File: src/rtl/fetch_unit.sv
// rtl/fetch_unit.sv - PikaRISC instruction fetch stage with single outstanding request and redirect
module fetch_unit #(
    parameter logic [31:0] RESET_PC = 32'h0000_0000,
    parameter int unsigned PC_STEP  = 4
) (
    input  logic        clk,
    input  logic        reset,
    output logic        imem_req_valid,
    input  logic        imem_req_ready,
    output logic [31:0] imem_req_addr,
    input  logic        imem_rsp_valid,
    input  logic [31:0] imem_rsp_data,
    output logic        id_valid,
    input  logic        id_ready,
    output logic [31:0] id_instr,
    output logic [31:0] id_pc,
    output logic [31:0] rf_pc_out,
    input  logic        wb_pc_write_en,
    input  logic [31:0] wb_pc_in,
    output logic [31:0] fetch_count
);

    typedef enum logic [1:0] {
        S_REQ   = 2'd0,
        S_WAIT  = 2'd1,
        S_HOLD  = 2'd2,
        S_DRAIN = 2'd3
    } state_t;

    localparam logic [31:0] STEP      = 32'(PC_STEP);
    localparam logic [31:0] PC_AT_RST = {RESET_PC[31:2], 2'b00};

    state_t      state_q;
    logic [31:0] pc_q, pc_d;
    logic [31:0] fetch_count_q, fetch_count_d;
    logic        id_valid_q;
    logic [31:0] id_instr_q;
    logic [31:0] id_pc_q;
    logic        handoff;
    logic        unused_wb_lsb;

    // Redirect target ignores the two low bits of the writeback value.
    assign unused_wb_lsb = ^wb_pc_in[1:0];

    // A handoff only counts when no redirect lands in the same cycle.
    assign handoff = (state_q == S_HOLD) && id_ready && !wb_pc_write_en;

    // Next fetch PC: redirect wins, otherwise advance when the live response is captured.
    always_comb begin
        pc_d = pc_q;
        if (wb_pc_write_en) begin
            pc_d = {wb_pc_in[31:2], 2'b00};
        end else if (state_q == S_WAIT && imem_rsp_valid) begin
            pc_d = pc_q + STEP;
        end
    end

    // Delivered-instruction counter, wrapping modulo 2^32.
    always_comb begin
        fetch_count_d = fetch_count_q;
        if (handoff) begin
            fetch_count_d = fetch_count_q + 32'd1;
        end
    end

    // Fetch FSM together with PC, instruction buffer and delivery counter.
    always_ff @(posedge clk) begin
        if (!reset) begin
            state_q       <= S_REQ;
            pc_q          <= PC_AT_RST;
            fetch_count_q <= 32'd0;
            id_valid_q    <= 1'b0;
            id_instr_q    <= 32'd0;
            id_pc_q       <= 32'd0;
        end else begin
            pc_q          <= pc_d;
            fetch_count_q <= fetch_count_d;
            if (wb_pc_write_en) begin
                // Redirect flushes the buffer; an accepted-but-unanswered request must be drained.
                id_valid_q <= 1'b0;
                id_instr_q <= 32'd0;
                id_pc_q    <= 32'd0;
                case (state_q)
                    S_REQ:   state_q <= imem_req_ready ? S_DRAIN : S_REQ;
                    S_WAIT:  state_q <= imem_rsp_valid ? S_REQ : S_DRAIN;
                    S_HOLD:  state_q <= S_REQ;
                    S_DRAIN: state_q <= imem_rsp_valid ? S_REQ : S_DRAIN;
                    default: state_q <= S_REQ;
                endcase
            end else begin
                case (state_q)
                    S_REQ: begin
                        if (imem_req_ready) begin
                            state_q <= S_WAIT;
                        end
                    end
                    S_WAIT: begin
                        if (imem_rsp_valid) begin
                            id_instr_q <= imem_rsp_data;
                            id_pc_q    <= pc_q;
                            id_valid_q <= 1'b1;
                            state_q    <= S_HOLD;
                        end
                    end
                    S_HOLD: begin
                        if (id_ready) begin
                            id_valid_q <= 1'b0;
                            state_q    <= S_REQ;
                        end
                    end
                    S_DRAIN: begin
                        // Stale response is dropped; only then may a new request go out.
                        if (imem_rsp_valid) begin
                            state_q <= S_REQ;
                        end
                    end
                    default: state_q <= S_REQ;
                endcase
            end
        end
    end

    // Request and PC outputs decode straight from state/pc; request is masked during reset.
    always_comb begin
        imem_req_valid = reset && (state_q == S_REQ);
        imem_req_addr  = pc_q;
        rf_pc_out      = pc_q;
    end

    assign id_valid    = id_valid_q;
    assign id_instr    = id_instr_q;
    assign id_pc       = id_pc_q;
    assign fetch_count = fetch_count_q;

endmodule

File: config.mk
export PLATFORM = sky130hd
export DESIGN_NAME = fetch_unit
export DESIGN_NICKNAME = d
export VERILOG_FILES = /design/src/rtl/fetch_unit.sv
export SDC_FILE = /design/constraint.sdc
export NUM_CORES = 1
export LEC_CHECK = 0
export CORE_MARGIN = 2
export CORE_UTILIZATION = 38
export CTS_BUF_LIST = sky130_fd_sc_hd__clkbuf_4
export DETAILED_ROUTE_END_ITERATION = 7
export MAX_ROUTING_LAYER = met4
export PLACE_DENSITY = 0.81
export SYNTH_ARGS = -nofsm -noshare
export SYNTH_HDL_FRONTEND = slang
export SYNTH_SLANG_ARGS = --single-unit
File: constraint.sdc
create_clock -name clk -period 4.8 [get_ports clk]
set_input_delay 0.72 -clock clk [delete_from_list [all_inputs] [get_ports clk]]
set_output_delay 0.72 -clock clk [all_outputs]
set_load 0.05 [all_outputs]
==> results.cfg, run 1 <==
[die]
core_area_sq_um = 15090
die_w_um = 127.6
ios = 232
initial_core_util_pct = 38.47
dieArea_sq_um = 16280
fp.dieH_um = 127.6
row_count = 45

[routing]
via_per_inst = 5.017
drtIter0Drc = 312
wl_per_cell_um = 14.85
routed_wl_mm = 15.89
drc = 0
ant_nets = 0
vias = 5368
drtPass1Iterations = 4

[critical_path]
crit_required_ns = 5.22
r2r_cells = 6
crit_arrival_ns = 3.34
r2r_start = state_q[0]$_SDFFE_PN0P_
startpoint_type = input port
path_class = in -> reg
regToRegSetupSlack_ns = 2.37
crit_path_max_fanout = 43
r2r_end = imem_req_addr[31]$_SDFFE_PN0P_
cp-end-kind = flip-flop

[cts]
clkSinkCount = 127
clkTransAtPathRegs_ns = 0.11
insertion_delay_ns = 0.55
holdBufCountCts = 0
cts_tree = yes
numCtsBuffers = 17
cts_setup_buffers = 0
cts_htree_levels = 4
cts_root_buffer = clkbuf_4
cts_resized = 0
cts_buffer_depth = 2

[final_layout]
post-route-util_pct = 54.54
final_nets = 940
drive_gt1_share_pct = 6.129
syn_to_final_growth_pct = 41.80
layout.cells.non_filler = 1070
num-fill-cells = 1403

[logic_synthesis]
avgSynthCellArea_sq_um = 8.400
synth_edf_count = 0
netlist_area_sq_um = 5804
synthFlopType = dfxtp_1
ys_ff_latch = 127
ys_seq_area_share_pct = 43.80
synth_cell_types = 49
syn_inst = 691
synth_warnings = 0
async_flop_share_pct = 0

[timing]
hold_viol_final = 0
timing.final.ws_setup_ns = 1.878
setup_violations = 0
slew_headroom_pct = 31.31
rsz0062_at_grt = false
worstMarginPinSlew_ns = 1.021
finalCritPeriodShare_pct = 60.88
holdWs_ns = 0.4609
fin_tns_setup_ns = 0
max_freq_mhz = 342.2
maxSlewViolCount = 0
finalClockSkew_ns = 0.02072
min_period_ns = 2.922

[run]
cap_violations = 0

[global_route]
antenna_found_initial = 1
grt_pass1_vias = 5097
grt_max_degree = 68
grt_pass1_wl_mm = 25.19
globalRouteTotalUtil_pct = 19.99
grt-ovfl-total = 0

[place]
hpwl_mm = 10.97
pre_cts_slack_ns = 1.238
place_congestion = 0.8074
dp_cells = 1037
io_buffers = 223

[pwr]
leakagePower_nw = 2.847
vdd_drop_max_mv = 0.1561
power_density_nw_per_um2 = 291.1

[min_path]
whs_endpoint = id_instr[4]$_SDFFE_PP0P_
hold_class = reg -> reg
min_from = id_instr[4]$_SDFFE_PP0P_
min_path_cells = 2

[outcome]
status = finished clean
-- synthesized netlist by cell type, types with 2 or more instances --
cell	count	area, sq um
nand4_1	21	131.4
and4_1	7	61.31
nor4_2	5	62.56
clkbuf_1	35	131.4
o21ai_0	31	155.2
nand2b_1	3	18.77
a21oi_1	86	430.4
o211a_1	2	20.02
dfxtp_1	127	2542
and3_1	9	56.30
buf_4	36	270.3
nand4_4	2	42.54
buf_6	2	22.52
nor4_1	11	68.82
xor2_1	27	236.5
nor2b_1	4	25.02
inv_1	7	26.28
nor2_1	6	22.52
nand3b_1	2	15.01
mux2i_1	2	20.02
ha_1	2	25.02
xnor2_1	31	271.5
nor3_1	8	40.04
nand4b_1	2	17.52
nand2_1	147	551.8
and2_1	36	225.2
nand3_1	18	90.09
-- how the worst max path moves through the flow --
stage | start | slack [ns] | cells past startpoint | endpoint
after floorplan | fetch_count[3]$_SDFFE_PN0P_ | 2.42 | 5 | fetch_count[29]$_SDFFE_PN0P_
after global placement | wb_pc_write_en | 1.32 | 6 | id_instr[0]$_SDFFE_PP0P_
after detailed placement | wb_pc_write_en | 1.24 | 6 | fetch_count[22]$_SDFFE_PN0P_
after CTS | wb_pc_write_en | 1.85 | 6 | fetch_count[22]$_SDFFE_PN0P_
after global routing | wb_pc_write_en | 1.61 | 6 | id_instr[5]$_SDFFE_PP0P_
final | wb_pc_write_en | 1.88 | 6 | id_instr[5]$_SDFFE_PP0P_
-- placed cells by master (no fill, tap or decap), drive strengths merged, types with 4 or more instances in the layout --
| cell type | instances |
|---|---|
| xor2 | 27 |
| and3 | 9 |
| inv | 9 |
| clkdlybuf4s50 | 222 |
| nor2 | 6 |
| o21ai | 31 |
| xnor2 | 31 |
| a21oi | 86 |
| buf | 6 |
| and4 | 8 |
| clkinv | 7 |
| nor2b | 4 |
| clkbuf | 17 |
| nand2 | 147 |
| nor3 | 8 |
| nand4 | 24 |
| and2 | 36 |
| bufinv | 5 |
| dfxtp | 127 |
| nand3 | 18 |
| nor4 | 17 |
| conb | 6 |
-- kinds of logic (layout without fill, tap and decap cells) --
| group | after synthesis | after routing | synth area share (%) |
|---|---|---|---|
| muxes | 3 | 3 | 0.5389 |
| adders and majority gates | 2 | 2 | 0.4311 |
| other | 1 | 7 | 0.06461 |
| buffers and inverters | 83 | 268 | 8.148 |
| DFF | 127 | 127 | 43.80 |
| AOI/OAI and AO/OA | 123 | 123 | 11.30 |
| xor gates and xnor gates | 58 | 58 | 8.752 |
| and+or+nand+nor | 294 | 294 | 26.97 |
-- worst max-delay path: stages --
cell             delay [ns]
clkdlybuf4s50_1        0.98
clkinv_1               0.15
buf_4                  0.29
nand2_2                0.69
buf_4                  0.40
a21oi_1                0.10
-- per-stage QoR --
step	power, mW	instance area, sq um
global placement	1.529	7884
global route	2.499	8230
detailed placement	1.534	7884
floorplan	1.399	5823
finish	2.396	8230
CTS	2.417	8228
-- layout make-up --
class                      instances  area (sq um)  area share, %
inverter                           8         30.03         0.3649
timing repair buffer             228          2265          27.52
tap                              188         235.2          2.858
sequential                       127          2542          30.89
multi-input combinational        486          2811          34.16
clock buffer                      17         127.6          1.551
clock inverter                    15         216.5          2.630
antenna                            1         2.502        0.03040
-- registers in the layout, indices dropped and copies added, names as in the netlist --
register       cells
state_q            2
imem_req_addr     30
id_instr          32
id_valid           1
fetch_count       32
id_pc             30
-- routing by layer --
metal	wire length, um	part of all wire, %	vias to the layer above	track usage [%]
li1	-	-	2665	-
met3	848	5.3	31	5.235
met2	7541	47	171	31.46
met5	0	0	-	-
met1	7162	45	2501	24.65
met4	340	2.1	0	7.692
-- report_power, final --
part	switching [mW]	internal [mW]	leakage, nW
clock	0.422	0.464	0.175
sequential	0.0431	1.08	1.03
combinational	0.242	0.146	1.64
total	0.707	1.69	2.85
No activity file was read; power rests on OpenSTA's default activity.
==> run 2: changes to the inputs <==
==> constraint.sdc (replaced) <==
create_clock -name clk -period 2.8 [get_ports clk]
set_input_delay 0.42 -clock clk [delete_from_list [all_inputs] [get_ports clk]]
set_output_delay 0.42 -clock clk [all_outputs]
set_load 0.05 [all_outputs]
==> run 2 against run 1 <==
  * Final area up 0.46%
  * Combinational power is 73% higher
  * Utilization up 0.25 points
  * First-iteration DRC count rose by 7.7%
==> results.cfg, run 2 (same netlist as run 1, synthesis figures left out) <==
[critical_path]
crit_chain = clkdlybuf4s50_1
crit_slowest_cell = clkdlybuf4s50_1
cp_top_family = buffers and inverters
worstSetupEndpoint = imem_req_addr[15]
cpPeakStageDelay_ns = 0.88
cp-end-kind = primary output
regToRegSetupSlack_ns = 0.51
startpoint_type = flip-flop
crit_path_start = imem_req_addr[15]$_SDFFE_PN0P_
r2r_start = fetch_count[3]$_SDFFE_PN0P_
cp_num_buf_inv = 1
path_class = reg -> out
crit_path_max_fanout = 8
cp.depth = 1
r2r_cells = 5
crit_required_ns = 2.38
r2r_end = fetch_count[29]$_SDFFE_PN0P_
crit_arrival_ns = 1.95

[timing]
timing.final.ws_setup_ns = 0.4270
min_period_ns = 2.373
hold_viol_final = 0
max_freq_mhz = 421.4
slew_headroom_pct = 56.10
setup_violations = 0
holdWs_ns = 0.1886
finalCritPeriodShare_pct = 84.75
rsz0062_at_grt = false
fin_tns_setup_ns = 0
finalClockSkew_ns = 0.01204
worstMarginPinSlew_ns = 0.6585
maxSlewViolCount = 0

[global_route]
globalRouteTotalUtil_pct = 20.02
antenna_found_initial = 1
grt-ovfl-total = 0
grt_pass1_vias = 4979
grt_pass1_wl_mm = 25.21
grt_max_degree = 63

[cts]
cts_buffer_depth = 2
cts_setup_buffers = 0
cts_htree_levels = 4
holdBufCountCts = 0
clkSinkCount = 127
numCtsBuffers = 17
insertion_delay_ns = 0.53
clkTransAtPathRegs_ns = 0.11
cts_root_buffer = clkbuf_4
cts_tree = yes
cts_resized = 0

[routing]
drc = 0
routed_wl_mm = 15.95
via_per_inst = 5.030
vias = 5443
ant_nets = 0
drtIter0Drc = 336
wl_per_cell_um = 14.74
drtPass1Iterations = 6

[final_layout]
seq_area_sq_um = 2542
num-fill-cells = 1411
final_common_cell = clkdlybuf4s50_1
multi_input_area_sq_um = 2811
final_nets = 952
syn_to_final_growth_pct = 42.44
layout_common_cells = 221 x clkdlybuf4s50_1, 146 x nand2_1, 127 x dfxtp_1, 86 x a21oi_1, 36 x and2_1
drive_gt1_share_pct = 7.503
post-route-util_pct = 54.79
layout.cells.non_filler = 1082

[pwr]
vdd_drop_max_mv = 0.2269
power_density_nw_per_um2 = 474.2
leakagePower_nw = 2.877

[place]
pre_cts_slack_ns = 0.2055
place_congestion = 0.8650
dp_cells = 1049
hpwl_mm = 11.36
io_buffers = 223

[die]
initial_core_util_pct = 38.47
dieArea_sq_um = 16280
fp.dieH_um = 127.6
row_count = 45
core_area_sq_um = 15090
ios = 232
die_w_um = 127.6

[run]
cap_violations = 0

[min_path]
hold_class = in -> reg
min_path_cells = 2

[outcome]
status = finished clean
==> run 2: per-stage QoR <==
step	power, mW	cell area [sq um]
floorplan	2.399	5823
global placement	2.627	7971
detailed placement	2.637	7971
CTS	3.968	8265
global route	4.094	8268
finish	3.920	8268
==> run 2: layer usage <==
metal  track usage, %  vias to the layer above  routed length [um]
li1                 -                     2688                   -
met3            4.774                       37                 963
met2            30.17                      194                7430
met1            25.37                     2524                7115
met4            9.502                        0                 439
met5                -                        -                   0
==> run 2: power by group <==
group | internal (mW) | switching, mW
combinational | 0.256 | 0.418
sequential | 1.85 | 0.0715
clock | 0.637 | 0.690
==> run 2: cell type report <==
cell class / instances / share of cell area, %
Clock inverter: 12 / 1.740
Tap cell: 188 / 2.845
Timing Repair Buffer: 240 / 28.45
Antenna cell: 1 / 0.03027
Sequential cell: 127 / 30.75
Clock buffer: 20 / 1.816
Inverter: 8 / 0.3632
Multi-Input combinational cell: 486 / 34.00
==> run 2: worst min path at each step <==
stage	from	to
5_1_grt	reset	state_q[1]$_SDFFE_PN0P_
6_report	reset	state_q[1]$_SDFFE_PN0P_
3_5_place_dp	id_pc[5]$_SDFFE_PP0P_	id_pc[5]$_SDFFE_PP0P_
3_3_place_gp	id_instr[12]$_SDFFE_PP0P_	id_instr[12]$_SDFFE_PP0P_
2_1_floorplan	imem_rsp_data[0]	id_instr[0]$_SDFFE_PP0P_
4_1_cts	reset	state_q[1]$_SDFFE_PN0P_
